[src/rtl/debug_pkg.sv]
// Shared constants for the host debug loader: command/reply bytes and the
// controller state encoding.
package debug_pkg;

  localparam logic [7:0] CMD_LOAD  = 8'h4C;
  localparam logic [7:0] CMD_RUN   = 8'h52;
  localparam logic [7:0] CMD_HALT  = 8'h48;
  localparam logic [7:0] CMD_STEP  = 8'h53;
  localparam logic [7:0] CMD_RESET = 8'h58;

  localparam logic [7:0] RPL_OK     = 8'h4B;
  localparam logic [7:0] RPL_ERROR  = 8'h45;
  localparam logic [7:0] RPL_HALTED = 8'h44;

  typedef enum logic [2:0] {
    IDLE     = 3'd0,
    LD_CNT0  = 3'd1,
    LD_CNT1  = 3'd2,
    LD_DATA  = 3'd3,
    LD_WRITE = 3'd4,
    RUN      = 3'd5,
    STEP     = 3'd6,
    ACK      = 3'd7
  } state_t;

endpackage

[src/rtl/word_assembler.sv]
// Collects bytes MSB first into a SIZE-bit word; word_done flags the byte
// that completes the word.
module word_assembler #(
  parameter int SIZE = 32
) (
  input  logic            clk,
  input  logic            rst,
  input  logic            clr,
  input  logic            byte_valid,
  input  logic [7:0]      byte_data,
  output logic            word_done,
  output logic [SIZE-1:0] word
);

  localparam int BYTES  = SIZE / 8;
  localparam int BCNT_W = (BYTES > 1) ? $clog2(BYTES) : 1;
  localparam logic [BCNT_W-1:0] LAST = BCNT_W'(BYTES - 1);

  logic [BCNT_W-1:0] byte_cnt;
  logic [SIZE-1:0]   next_word;

  if (SIZE == 8) begin : g_single
    assign next_word = byte_data;
  end else begin : g_multi
    assign next_word = {word[SIZE-9:0], byte_data};
  end

  assign word_done = byte_valid && (byte_cnt == LAST);

  always_ff @(posedge clk) begin
    if (rst || clr) begin
      byte_cnt <= '0;
      word     <= '0;
    end else if (byte_valid) begin
      word     <= next_word;
      byte_cnt <= (byte_cnt == LAST) ? '0 : byte_cnt + BCNT_W'(1);
    end
  end

endmodule

[src/rtl/debug_loader.sv]
// Host command decoder in front of the mips core: loads instruction memory,
// gates the core stall for run/halt/step, pulses core reset, replies one byte.
module debug_loader
  import debug_pkg::*;
#(
  parameter int SIZE        = 32,
  parameter int IMEM_ADDR_W = 10,
  parameter int CNT_W       = 16
) (
  input  logic                   clk,
  input  logic                   rst,
  input  logic [7:0]             i_rx_data,
  input  logic                   i_rx_valid,
  input  logic                   i_halt,
  input  logic                   i_tx_ready,
  output logic [7:0]             o_tx_data,
  output logic                   o_tx_valid,
  output logic                   o_imem_we,
  output logic [IMEM_ADDR_W-1:0] o_imem_addr,
  output logic [SIZE-1:0]        o_imem_wdata,
  output logic                   o_stall,
  output logic                   o_cpu_rst
);

  state_t state_q, state_d;

  logic [7:0]       reply_q, reply_d;
  logic             reply_load;
  logic [7:0]       count_lo_q;
  logic [CNT_W-1:0] count_q;
  logic [CNT_W-1:0] word_cnt_q;
  logic [CNT_W-1:0] count_full;
  logic             count_lo_load, count_load;
  logic             word_cnt_clr, word_cnt_inc;
  logic             cpu_pulse_q, cpu_pulse_d;

  logic             asm_valid, asm_clr, word_done;
  logic [SIZE-1:0]  asm_word;

  assign count_full = CNT_W'({i_rx_data, count_lo_q});

  word_assembler #(.SIZE(SIZE)) u_word_assembler (
    .clk        (clk),
    .rst        (rst),
    .clr        (asm_clr),
    .byte_valid (asm_valid),
    .byte_data  (i_rx_data),
    .word_done  (word_done),
    .word       (asm_word)
  );

  always_ff @(posedge clk) begin
    if (rst) state_q <= IDLE;
    else     state_q <= state_d;
  end

  always_comb begin
    state_d       = state_q;
    reply_d       = reply_q;
    reply_load    = 1'b0;
    count_lo_load = 1'b0;
    count_load    = 1'b0;
    word_cnt_clr  = 1'b0;
    word_cnt_inc  = 1'b0;
    cpu_pulse_d   = 1'b0;
    asm_valid     = 1'b0;
    asm_clr       = 1'b0;

    case (state_q)
      IDLE: begin
        if (i_rx_valid) begin
          case (i_rx_data)
            CMD_LOAD: state_d = LD_CNT0;
            CMD_RUN:  state_d = RUN;
            CMD_STEP: begin
              // A halted core cannot step; report it without unstalling.
              if (i_halt) begin
                state_d    = ACK;
                reply_d    = RPL_HALTED;
                reply_load = 1'b1;
              end else begin
                state_d = STEP;
              end
            end
            CMD_RESET: begin
              cpu_pulse_d = 1'b1;
              state_d     = ACK;
              reply_d     = RPL_OK;
              reply_load  = 1'b1;
            end
            CMD_HALT: begin
              state_d    = ACK;
              reply_d    = RPL_OK;
              reply_load = 1'b1;
            end
            default: begin
              state_d    = ACK;
              reply_d    = RPL_ERROR;
              reply_load = 1'b1;
            end
          endcase
        end
      end

      LD_CNT0: begin
        if (i_rx_valid) begin
          count_lo_load = 1'b1;
          state_d       = LD_CNT1;
        end
      end

      LD_CNT1: begin
        if (i_rx_valid) begin
          count_load = 1'b1;
          if (count_full == '0) begin
            state_d    = ACK;
            reply_d    = RPL_OK;
            reply_load = 1'b1;
          end else begin
            word_cnt_clr = 1'b1;
            asm_clr      = 1'b1;
            state_d      = LD_DATA;
          end
        end
      end

      LD_DATA: begin
        asm_valid = i_rx_valid;
        if (word_done) state_d = LD_WRITE;
      end

      LD_WRITE: begin
        word_cnt_inc = 1'b1;
        if (word_cnt_q + CNT_W'(1) == count_q) begin
          state_d    = ACK;
          reply_d    = RPL_OK;
          reply_load = 1'b1;
        end else begin
          state_d = LD_DATA;
        end
      end

      RUN: begin
        // A core halt outranks a host halt arriving in the same cycle.
        if (i_halt) begin
          state_d    = ACK;
          reply_d    = RPL_HALTED;
          reply_load = 1'b1;
        end else if (i_rx_valid && (i_rx_data == CMD_HALT)) begin
          state_d    = ACK;
          reply_d    = RPL_OK;
          reply_load = 1'b1;
        end
      end

      STEP: begin
        state_d    = ACK;
        reply_d    = RPL_OK;
        reply_load = 1'b1;
      end

      ACK: begin
        if (i_tx_ready) state_d = IDLE;
      end

      default: state_d = IDLE;
    endcase
  end

  always_ff @(posedge clk) begin
    if (rst) begin
      reply_q     <= '0;
      count_lo_q  <= '0;
      count_q     <= '0;
      word_cnt_q  <= '0;
      cpu_pulse_q <= 1'b0;
    end else begin
      if (reply_load)    reply_q    <= reply_d;
      if (count_lo_load) count_lo_q <= i_rx_data;
      if (count_load)    count_q    <= count_full;
      if (word_cnt_clr)      word_cnt_q <= '0;
      else if (word_cnt_inc) word_cnt_q <= word_cnt_q + CNT_W'(1);
      cpu_pulse_q <= cpu_pulse_d;
    end
  end

  // The core is held in reset for the whole load so it restarts at PC 0.
  assign o_cpu_rst    = cpu_pulse_q || (state_q == LD_CNT0) || (state_q == LD_CNT1) ||
                        (state_q == LD_DATA) || (state_q == LD_WRITE);
  assign o_stall      = !((state_q == RUN) || (state_q == STEP));
  assign o_imem_we    = (state_q == LD_WRITE);
  assign o_imem_addr  = word_cnt_q[IMEM_ADDR_W-1:0];
  assign o_imem_wdata = asm_word;
  assign o_tx_valid   = (state_q == ACK);
  assign o_tx_data    = reply_q;

endmodule

[config.mk]
export PLATFORM = sky130hd
export DESIGN_NAME = debug_loader
export DESIGN_NICKNAME = d
export VERILOG_FILES = /design/src/rtl/debug_pkg.sv /design/src/rtl/word_assembler.sv /design/src/rtl/debug_loader.sv
export SDC_FILE = /design/constraint.sdc
export NUM_CORES = 1
export LEC_CHECK = 0
export ABC_AREA = 1
export CAP_MARGIN = 5
export CORE_MARGIN = 1.5
export CORE_UTILIZATION = 48
export CTS_CLUSTER_DIAMETER = 30
export DETAILED_ROUTE_END_ITERATION = 12
export GPL_TIMING_DRIVEN = 0
export PLACE_DENSITY = 0.8
export SLEW_MARGIN = 20
export SYNTH_ARGS = -nofsm -noshare
export SYNTH_HDL_FRONTEND = slang
export SYNTH_SLANG_ARGS = --single-unit
[constraint.sdc]
create_clock -name clk -period 1.7 [get_ports clk]
set_input_delay 0.34 -clock clk [delete_from_list [all_inputs] [get_ports clk]]
set_output_delay 0.34 -clock clk [all_outputs]
set_load 0.01 [all_outputs]
Word level (Yosys, flattened, before mapping) --
Cells that the tools add are included.
Word-level totals: flip-flop bits (word level) 86, output and inout port bits 54, input bits 13
Operators by class: add/subtract/negate cells 2, reductions and logical operators 18, multiplexer cells 40, bitwise gates (word level) 2, eq/ne operators 24
Operator list (count):
- 2-to-1 mux 8 bit | 7
- == test 8 x 7 -> 1 bit (second input constant) | 5
- one-hot mux 8 bit (5 select lines) | 1
- 2-to-1 mux 3 bit | 9
- one-hot mux 3 bit (8 select lines) | 1
- one-hot mux 8 bit (3 select lines) | 1
- 2-to-1 mux 1 bit | 17
- adder 16 x 1 -> 16 bit (second input constant) | 1
- == test 16 bit | 1
- logical NOT 16 bit | 1
- == test 3 bit (second input constant) | 4
- inequality test 2 bit (second input constant) | 6
- one-hot mux 3 bit (3 select lines) | 1
- AND reduction 9 bit | 1
- == test 3 x 2 -> 1 bit (second input constant) | 2
- logical OR 1 bit | 6
- inequality test 3 bit (second input constant) | 2
- AND reduction 6 bit | 1
- OR reduction 2 bit | 3
- one-hot mux 1 bit (5 select lines) | 1
- nonzero test 5 bit | 1
- inequality test 2 x 1 -> 1 bit (second input constant) | 2
- == test 3 x 1 -> 1 bit (second input constant) | 1
- logical NOT 3 bit | 1
- other kinds (8) | 10

Depth between registers and ports, before layout --
Gate-level depths: netlist of run 1.
depth after elaboration 6, gate-level depth with buffers 17, depth with buffers taken out 17

Cells and area by module --
A second synthesis of run 1 with hierarchy kept.
Unflattened totals: cell total of the unflattened synthesis 705, area, all modules 4435.5 µm²
Modules (own cells, without submodules):
- debug_loader | seq. area each 960.9 µm², instances 1, cells each 486, area each 2995.4 µm²
- word_assembler | seq. area each 680.7 µm², instances 1, cells each 219, area each 1440.1 µm²

Worst setup path before layout of run 1 --
Ideal clock, no wire load.
path type register to register, start register word_cnt_q[0], end register reply_q[0], in the netlist o_tx_data[0], data required time 1587 ps, clock period less this slack 1848 ps, path slack -148 ps, arrival 1735 ps, cell stages (with the launch flop) 15, cell sequence dfxtp_1 > ha_1 > nand2_1 > nor2_4 > nand3_1 > nand2_1 > nand3b_1 > nand2_1 > nand2_1 > nor2_1 > nand3_1 > nand2_2 > nand3_1 > nor2_1 > nor2_1
On the way: longest elaborated chain between the ends 5
Ends and longest elaborated chain:
- from (decl) | RTL line debug_loader.sv:31 | logic [CNT_W-1:0] word_cnt_q;
- from (signal assigned) | RTL line debug_loader.sv:182 | else if (word_cnt_inc) word_cnt_q <= word_cnt_q + CNT_W'(1);
- adder 16 x 1 -> 16 bit (*) | RTL line debug_loader.sv:134 | if (word_cnt_q + CNT_W'(1) == count_q) begin
- == test 16 bit (*) | RTL line debug_loader.sv:134
- 2-to-1 mux 1 bit | RTL line debug_loader.sv:134
- one-hot mux 1 bit (5 select lines) | RTL line debug_loader.sv:69 | case (state_q)
- AND reduction 9 bit (no line) (*)
- to (signal assigned) | RTL line debug_loader.sv:178 | if (reply_load) reply_q <= reply_d;
- to (decl) | RTL line debug_loader.sv:27 | logic [7:0] reply_q, reply_d;
Every way passes the cells marked *; elsewhere a longest branch is shown, timed or not. A chain may end at the register's enable or synchronous reset.

Worst setup path after layout of run 1 --
start register word_cnt_q[0], end register reply_q[3], in the netlist o_tx_data[3]
The elaborated chain is that of the path after synthesis.

==> results of run 1 <==
==> worst max-delay path, delay by kind of cell, from the launching register on <==
| kind | cells | cell delay, ns |
|---|---|---|
| adders and majority gates | 1 | 0.16 |
| AOI/OAI and AO/OA | 1 | 0.12 |
| and+or+nand+nor | 10 | 0.81 |
| DFF | 1 | 0.39 |
| buffers and inverters | 3 | 0.38 |
==> sequential cells by signal, summed over array words and instances, names as in the netlist <==
register,cells
u_word_assembler.byte_cnt,2
cpu_pulse_q,1
count_q,16
word_cnt_q,16
count_lo_q,8
u_word_assembler.word,32
state_q,3
o_tx_data,4
==> worst min path at each step <==
stage | start | end | slack (ns) | depth (start not counted)
after floorplan | rst | o_tx_data[6]$_SDFFE_PP0P_ | 0.41 | 1
after global placement | o_tx_data[6]$_SDFFE_PP0P_ | o_tx_data[6]$_SDFFE_PP0P_ | 0.44 | 2
after detailed placement | o_tx_data[6]$_SDFFE_PP0P_ | o_tx_data[6]$_SDFFE_PP0P_ | 0.45 | 2
after CTS | i_rx_data[7] | u_word_assembler.word[7]$_SDFFE_PP0P_ | 0.39 | 3
after global routing | i_rx_data[4] | u_word_assembler.word[4]$_SDFFE_PP0P_ | 0.38 | 3
final | i_rx_data[4] | u_word_assembler.word[4]$_SDFFE_PP0P_ | 0.33 | 3
==> per-stage QoR <==
step           total power [mW]  area [µm²]  setup TNS, ns
2_1_floorplan             3.766        4155       -0.03253
3_3_place_gp              4.357        4917         -49.97
3_5_place_dp              4.403        4917         -50.60
6_report                  6.348        5659         -1.669
5_1_grt                   6.696        5659         -5.705
4_1_cts                   6.019        5418         -1.114
==> routing by layer <==
metal / wire (µm) / share of wire [%] / track usage (%)
met1: 5239 / 44 / 32.91
met4: 341 / 2.9 / 11.52
met2: 5750 / 48 / 43.91
met3: 598 / 5.0 / 4.625
met5: 0 / 0 / 0
==> logic make-up after synthesis <==
logic type                 after synthesis
AOI/OAI and AO/OA                      120
xor gates and xnor gates                 5
adders and majority gates                2
buffers and inverters                   97
DFF                                     82
other                                    1
and+or+nand+nor                        314
==> placed cells by master, fill, tap and decap left out, drive strengths merged, types with 3 or more instances in the layout <==
cell type,netlist,layout
nand3,47,47
a21oi,73,73
dlygate4sd2,0,16
a211oi,4,4
inv,62,63
a31oi,4,4
clkbuf,16,22
buf,18,57
dfxtp,82,82
conb,1,3
nor3,4,4
o21ai,34,34
clkdlybuf4s50,0,38
nand4,9,9
nor2,68,68
clkinvlp,0,4
nand2,180,180
nand3b,4,4
dlymetal6s2s,0,5
==> power groups by stage <==
stage	sequential [mW]	clock, mW	combinational [mW]
after floorplan	2.39	0	1.38
after global placement	2.41	0	1.94
after detailed placement	2.42	0	1.98
after CTS	2.39	1.33	2.30
after global routing	2.44	1.39	2.87
final	2.41	1.33	2.60
==> timing repair <==
action,CTS,global route
gates resized for setup,102,66
cloned,0,0
setup endpoints to repair,86,75
hold buffers,0,0
pin swaps,23,23
buffers inserted,22,12
==> final cells by class <==
class	count	area share (%)
Clock buffer	10	2.255
Clock inverter	6	0.8844
Sequential cell	82	29.71
Inverter	63	4.400
Timing Repair Buffer	97	16.07
Multi-Input combinational cell	444	40.57
Buffer	31	3.781
Tap cell	105	2.321
==> impl_summary.log, run 1 <==
INFO  metric power.combinational.fraction = 41.0%
INFO  metric netSwitchingPower = 2.522 mW
INFO  metric start_util = 49.68%
INFO  metric global_route.usage.total = 26.22%
INFO  metric setup-violations-final = 12
INFO  metric p_clk_share = 21.0%
INFO  metric areaGrowthSynthToFinish = 37.94%
INFO  metric yosys.cell_types.count = 33
INFO  metric yosys.area_share.xor_xnor = 1.403%
INFO  metric crit_path_launch = word_cnt_q[0]$_SDFFE_PP0P_
INFO  metric final_routed_drc_violation_total = 0
INFO  metric clk-insertion-delay-late = 0.36 ns
INFO  metric cts_max_path_buffers = 2
INFO  metric grt_start_max_net_pins = 16
INFO  metric worst_ir_drop_vdd = 493.2 µV
INFO  metric floorplan.die.height = 95.45 µm
INFO  metric wl_per_cell = 14.24 µm
INFO  metric grt.overflow.total = 0
INFO  metric critPathLaunchType = flip-flop
INFO  metric floorplan.rows = 33
INFO  metric fin_ws = -0.2845 ns
INFO  metric initialDrtViolationCount = 333
INFO  metric total_nets_final = 743
INFO  metric synth_area_in_compound_gates = 15.34%
INFO  metric worst_slack_after_detailed_placement = -1.047 ns
INFO  metric drive_gt1_share = 21.96%
INFO  metric worst_r2r_path_depth = 15
INFO  metric number_of_antenna_violations_at_the_first_check_in_global_routing = 0
INFO  metric grt_first_pass_wirelength = 18.50 mm
INFO  metric worst-endpoint-arrival = 2.24 ns
INFO  metric violations_in_the_final_reports = setup timing
INFO  metric slowest_stage_delay_on_critical_path = 0.39 ns
INFO  metric critical_path.endpoint_type = flip-flop
INFO  metric critPathKind = reg -> reg
INFO  metric first_global_vias = 4069
INFO  metric worst_path_max_delay_cell = dfxtp_4
INFO  metric area_of_combinational_cells_with_multiple_inputs = 2296 µm²
INFO  metric fraction_of_the_yosys_area_taken_by_sequential_cells = 40.01%
INFO  metric power_density = 1122 nW/µm²
INFO  metric path_max_fanout = 8
INFO  metric floorplan.io_pins = 67
INFO  metric grt_setup_unrepaired = true
INFO  metric drt_first_pass_iters = 7
INFO  metric postSynthCellCount = 621
INFO  metric reg_to_reg_slack_setup = -0.28 ns
INFO  metric post-route-period-util = 116.7%
INFO  metric whs = 0.3309 ns
INFO  metric crit_end = o_tx_data[3]$_SDFFE_PP0P_
INFO  metric final-max-slew-violation-count = 0
INFO  metric clock_slew_seen_by_the_registers_of_the_worst_setup_and_hold_paths = 0.09 ns
INFO  metric synth_common_cells = nand2_1, dfxtp_1, a21oi_1
INFO  metric vias_per_cell = 5.416
INFO  metric worstPathCellList = ha_4 -> nand2_4 -> nor2_4 -> buf_12 -> buf_6 -> nand4_1 -> nand3b_1 -> nand2_1 -> nand2_1 -> nor2_1 -> nand3_1 -> nand2_2 -> buf_4 -> a21oi_2 -> nor2_1
INFO  metric muxShareOfSynthArea = 0%
INFO  metric final_cell_count_no_fill = 838
INFO  metric floorplan.core_area = 8258 µm²
INFO  metric gpl.final_weighted_congestion = 0.9456
INFO  metric post-route-util = 68.53%
INFO  metric numCtsBuffers = 9
INFO  metric ant_nets = 0
INFO  metric worst_clock_skew = 0.008371 ns
INFO  metric req_time_crit_path = 1.96 ns
INFO  metric timing.final.crit_period = 1.985 ns
INFO  metric detailedPlacementHpwl = 8.198 mm
INFO  metric root_buffer = clkbuf_8
INFO  metric r2r_path_start = word_cnt_q[0]$_SDFFE_PP0P_
INFO  metric min_path_type = in -> reg
INFO  metric numPortBuffers = 63
INFO  metric fill_cells = 685
INFO  metric tritoncts_clock_tree = yes
INFO  metric syn-mean-instance-area = 6.607 µm²
INFO  metric cts_max_level = 3
INFO  metric totalWireLength = 11.93 mm
INFO  metric run_status = finished, violations left
INFO  metric synth_area_leaders = dfxtp_1, nand2_1, a21oi_1
INFO  metric synth_adder_area_share = 0.6099%
INFO  metric synth_top_family_by_area = simple AND/OR/NAND/NOR gates
INFO  metric synth-edff-count = 0
INFO  metric synth_top_area_cell = dfxtp_1
INFO  metric r2r-end = o_tx_data[3]$_SDFFE_PP0P_
INFO  metric seqCellArea = 1682 µm²
INFO  metric vias = 4539
INFO  metric p_leak = 2.385 nW
INFO  metric die_x = 95.45 µm
INFO  metric yosys.area_share.simple = 32.30%
INFO  metric library_cell_with_the_highest_instance_count_after_synthesis = nand2_1
INFO  metric synth-async-reset-ratio = 0%
INFO  metric internal_power = 3.826 mW
INFO  metric top_ff_cell_synth = dfxtp_1
INFO  metric numClockSinks = 82
INFO  metric seq_power_share = 38.0%
INFO  metric mappedNetlistArea = 4103 µm²
INFO  metric power_switching_share = 39.73%
INFO  metric fmax = 503.9 MHz
INFO  metric post_place_cells = 791
INFO  metric antenna_cells = 0
INFO  metric ys_warn_count = 0
INFO  metric fp.dieArea = 9111 µm²
INFO  metric synth.ff_latch_count = 82
INFO  metric cap_violations = 0
INFO  metric synthDominantCellAreaShare = 40.01%
INFO  metric finalHoldViolCount = 0
Power figures use the tool's default switching activity.
==> run 2: changes to the inputs <==
--- a/config.mk
+++ b/config.mk
@@ -8,11 +8,11 @@
 export ABC_AREA = 1
 export CAP_MARGIN = 5
 export CORE_MARGIN = 1.5
-export CORE_UTILIZATION = 48
+export CORE_UTILIZATION = 40
 export CTS_CLUSTER_DIAMETER = 30
 export DETAILED_ROUTE_END_ITERATION = 12
 export GPL_TIMING_DRIVEN = 0
-export PLACE_DENSITY = 0.8
+export PLACE_DENSITY = 0.69
 export SLEW_MARGIN = 20
 export SYNTH_ARGS = -nofsm -noshare
 export SYNTH_HDL_FRONTEND = slang
==> impl_summary.log, run 2 (same netlist as run 1, synthesis figures left out) <==
INFO  metric totalPowerFinal = 6.437 mW (+1.4%)
INFO  metric globalRoute.busiestLayer = met2
INFO  metric floorplan.die.height = 104.3 µm (+9.2%)
INFO  metric worst_clock_skew = 0.006649 ns (-0.001722 ns)
INFO  metric clk-insertion-delay-late = 0.36 ns (about the same)
INFO  metric tritoncts_clock_tree = yes
INFO  metric crit_path_launch = word_cnt_q[1]$_SDFFE_PP0P_
INFO  metric wl_per_cell = 13.68 µm (-3.9%)
INFO  metric fin_ws = -0.3388 ns (-0.05426 ns)
INFO  metric numCtsBuffers = 9 (unchanged)
INFO  metric numPortBuffers = 63 (unchanged)
INFO  metric netSwitchingPower = 2.484 mW (-1.5%)
INFO  metric whs = 0.2674 ns (-0.06350 ns)
INFO  metric numClockSinks = 82 (unchanged)
INFO  metric internal_power = 3.953 mW (+3.3%)
INFO  metric fill_cells = 977 (+43%)
INFO  metric req_time_crit_path = 2.00 ns (+0.04 ns)
INFO  metric root_buffer = clkbuf_8
INFO  metric vias = 4423 (-2.6%)
INFO  metric first_global_vias = 4223 (+3.8%)
INFO  metric number_of_antenna_violations_at_the_first_check_in_global_routing = 0 (unchanged)
INFO  metric floorplan.core_area = 9864 µm² (+19%)
INFO  metric layout_commonest_cell = nand2_1
INFO  metric cap_violations = 0 (unchanged)
INFO  metric layout.cell_area.non_filler = 5615 µm² (-0.77%)
INFO  metric worst_ir_drop_vdd = 581.0 µV (+18%)
INFO  metric cts_max_level = 3 (unchanged)
INFO  metric met3_usage = 4.073% (-0.55 points)
INFO  metric fmax = 490.5 MHz (-2.7%)
INFO  metric p_clk_share = 23.8% (+2.8 points)
INFO  metric critical_path.endpoint_type = flip-flop
INFO  metric power.combinational.fraction = 38.7% (-2.3 points)
INFO  metric critPathKind = reg -> reg
INFO  metric drt_first_pass_iters = 4 (-3)
INFO  metric slowest_stage_delay_on_critical_path = 0.39 ns (about the same)
INFO  metric fp.dieArea = 10870 µm² (+19%)
INFO  metric total_nets_final = 740 (-0.40%)
INFO  metric power_density = 1146 nW/µm² (+2.2%)
INFO  metric ant_nets = 0 (unchanged)
INFO  metric grt.overflow.total = 0 (unchanged)
INFO  metric cp_num_cells = 16 (+1)
INFO  metric family_with_the_most_delay_on_the_worst_path = simple AND/OR/NAND/NOR gates
INFO  metric final_routed_drc_violation_total = 0 (unchanged)
INFO  metric floorplan.io_pins = 67 (unchanged)
INFO  metric critPathLaunchType = flip-flop
INFO  metric largest-register = u_word_assembler.word
INFO  metric power_switching_share = 38.59% (-1.1 points)
INFO  metric grt_start_max_net_pins = 17 (+1)
INFO  metric grtUsageMet1 = 27.16% (-5.7 points)
INFO  metric run_status = finished, violations left
INFO  metric start_util = 41.59% (-8.1 points)
INFO  metric timing.final.crit_period = 2.039 ns (+0.05426 ns)
INFO  metric totalWireLength = 11.81 mm (-1.0%)
INFO  metric post_dp_cell_area = 4952 µm² (+0.71%)
INFO  metric seq_power_share = 37.5% (-0.5 points)
INFO  metric grt_first_pass_wirelength = 19.55 mm (+5.7%)
INFO  metric crit_end = o_tx_data[2]$_SDFFE_PP0P_
INFO  metric finalHoldViolCount = 0 (unchanged)
INFO  metric violations_in_the_final_reports = setup timing
INFO  metric setup-violations-final = 5 (-7)
INFO  metric worst_r2r_path_depth = 16 (+1)
INFO  metric post-route-period-util = 119.9% (+3.2 points)
INFO  metric p_leak = 2.380 nW (-0.19%)
INFO  metric largest_reg_flops = 32 (unchanged)
INFO  metric worst-path-buf-inv = 1 (-2)
INFO  metric worstPathCellList = ha_4 -> nand2_4 -> nor2_4 -> buf_6 -> nand3_4 -> nand2_2 -> nand3b_1 -> nand2_1 -> nand2_1 -> nor2_1 -> nand3_1 -> nand2_2 -> nand2_4 -> nand2_2 -> nand2_1 -> nor2_1
INFO  metric final_cell_count_no_fill = 863 (+3.0%)
INFO  metric cts_max_path_buffers = 2 (unchanged)
INFO  metric reg_to_reg_slack_setup = -0.34 ns (-0.05 ns)
INFO  metric global_route.usage.total = 22.16% (-4.1 points)
INFO  metric antenna_cells = 0 (unchanged)
INFO  metric gpl.final_weighted_congestion = 0.8869 (-6.2%)
INFO  metric post_place_cells = 819 (+3.5%)
INFO  metric setup_tns = -1.468 ns (+0.2009 ns)
INFO  metric grt_setup_unrepaired = true
INFO  metric clock_slew_seen_by_the_registers_of_the_worst_setup_and_hold_paths = 0.09 ns (about the same)
INFO  metric r2r-end = o_tx_data[2]$_SDFFE_PP0P_
INFO  metric biggestRegsByFlops = u_word_assembler.word (32), count_q (16), word_cnt_q (16)
INFO  metric r2r_path_start = word_cnt_q[1]$_SDFFE_PP0P_
INFO  metric leading_cell_types_in_the_layout_fill_and_taps_excluded = nand2_1, a21oi_1, dfxtp_1
INFO  metric worst_path_max_delay_cell = dfxtp_4
INFO  metric vias_per_cell = 5.125 (-5.4%)
INFO  metric worst-endpoint-arrival = 2.33 ns (+0.09 ns)
INFO  metric path_max_fanout = 5 (-3)
INFO  metric groute.layer.met2.usage = 37.22% (-6.7 points)
INFO  metric min_path_type = in -> reg
INFO  metric final-max-slew-violation-count = 0 (unchanged)
INFO  metric drive_gt1_share = 21.23% (-0.73 points)
INFO  metric areaGrowthSynthToFinish = 36.87%
INFO  metric initialDrtViolationCount = 226 (-32%)
INFO  metric floorplan.rows = 36 (+9.1%)
INFO  metric die_x = 104.3 µm (+9.2%)
INFO  metric detailedPlacementHpwl = 8.313 mm (+1.4%)
run 2: cell types whose count changed in the layout (fill, tap and decap cells not counted), moves of 3 or more:
cell,previous run,this run
nand2_1,160,164
buf_6,9,3
nand2_2,18,13
dfxtp_4,9,12
o21ai_0,33,29
inv_6,2,5
clkbuf_2,5,11
o21ai_1,1,5
run 2: tightest hold or removal path, cell delays in order:
cell and delay, ns:
clkbuf_2 0.12, nand2_1 0.07, a21oi_1 0.05
run 2: cell type report:
| type | instances | area [µm²] | share of cell area (%) |
|---|---|---|---|
| Multi-Input combinational cell | 445 | 2246 | 40.00 |
| Sequential cell | 82 | 1692 | 30.12 |
| Timing Repair Buffer | 91 | 820.8 | 14.62 |
| Inverter | 63 | 251.5 | 4.479 |
| Buffer | 32 | 225.2 | 4.011 |
| Tap cell | 133 | 166.4 | 2.963 |
| Clock buffer | 9 | 123.9 | 2.206 |
| Clock inverter | 7 | 82.58 | 1.471 |
| Timing Repair inverter | 1 | 7.507 | 0.1337 |
run 2: timing repair:
action	CTS	global route
endpoints found under the setup margin	87	78
setup buffers	15	13
cloned	1	1
resized for setup	98	60
hold buffers	0	0
pin swaps	24	20
run 2: how the worst min path moves through the flow:
stage                                      startpoint                                endpoint  depth (start not counted)
5_1_grt                                  i_rx_data[0]   u_word_assembler.word[0]$_SDFFE_PP0P_                          3
6_report                                 i_rx_data[0]   u_word_assembler.word[0]$_SDFFE_PP0P_                          3
3_5_place_dp   u_word_assembler.word[28]$_SDFFE_PP0P_  u_word_assembler.word[28]$_SDFFE_PP0P_                          2
2_1_floorplan                                     rst               o_tx_data[6]$_SDFFE_PP0P_                          1
3_3_place_gp                o_tx_data[6]$_SDFFE_PP0P_               o_tx_data[6]$_SDFFE_PP0P_                          2
4_1_cts                                  i_rx_data[7]   u_word_assembler.word[7]$_SDFFE_PP0P_                          3
run 2: power by group through the flow:
stage	clock, mW	combinational (mW)	sequential (mW)
global route	1.64	2.76	2.45
CTS	1.56	2.25	2.39
global placement	0	1.96	2.41
floorplan	0	1.38	2.39
detailed placement	0	1.99	2.43
finish	1.53	2.49	2.42
run 2: through the flow:
stage | setup WS, ns | utilization, %
finish | -0.3388 | 56.93
global route | -0.5013 | 56.93
CTS | -0.2867 | 54.97
detailed placement | -1.011 | 50.20
global placement | -1.033 | 50.20
floorplan | -0.02029 | -
run 2: metal layers:
layer  vias up  part of all wire [%]
li1       2207                     -
met1      2036                    44
met2       152                    47
met3        28                   5.6
met4         0                   2.9
met5         -                     0
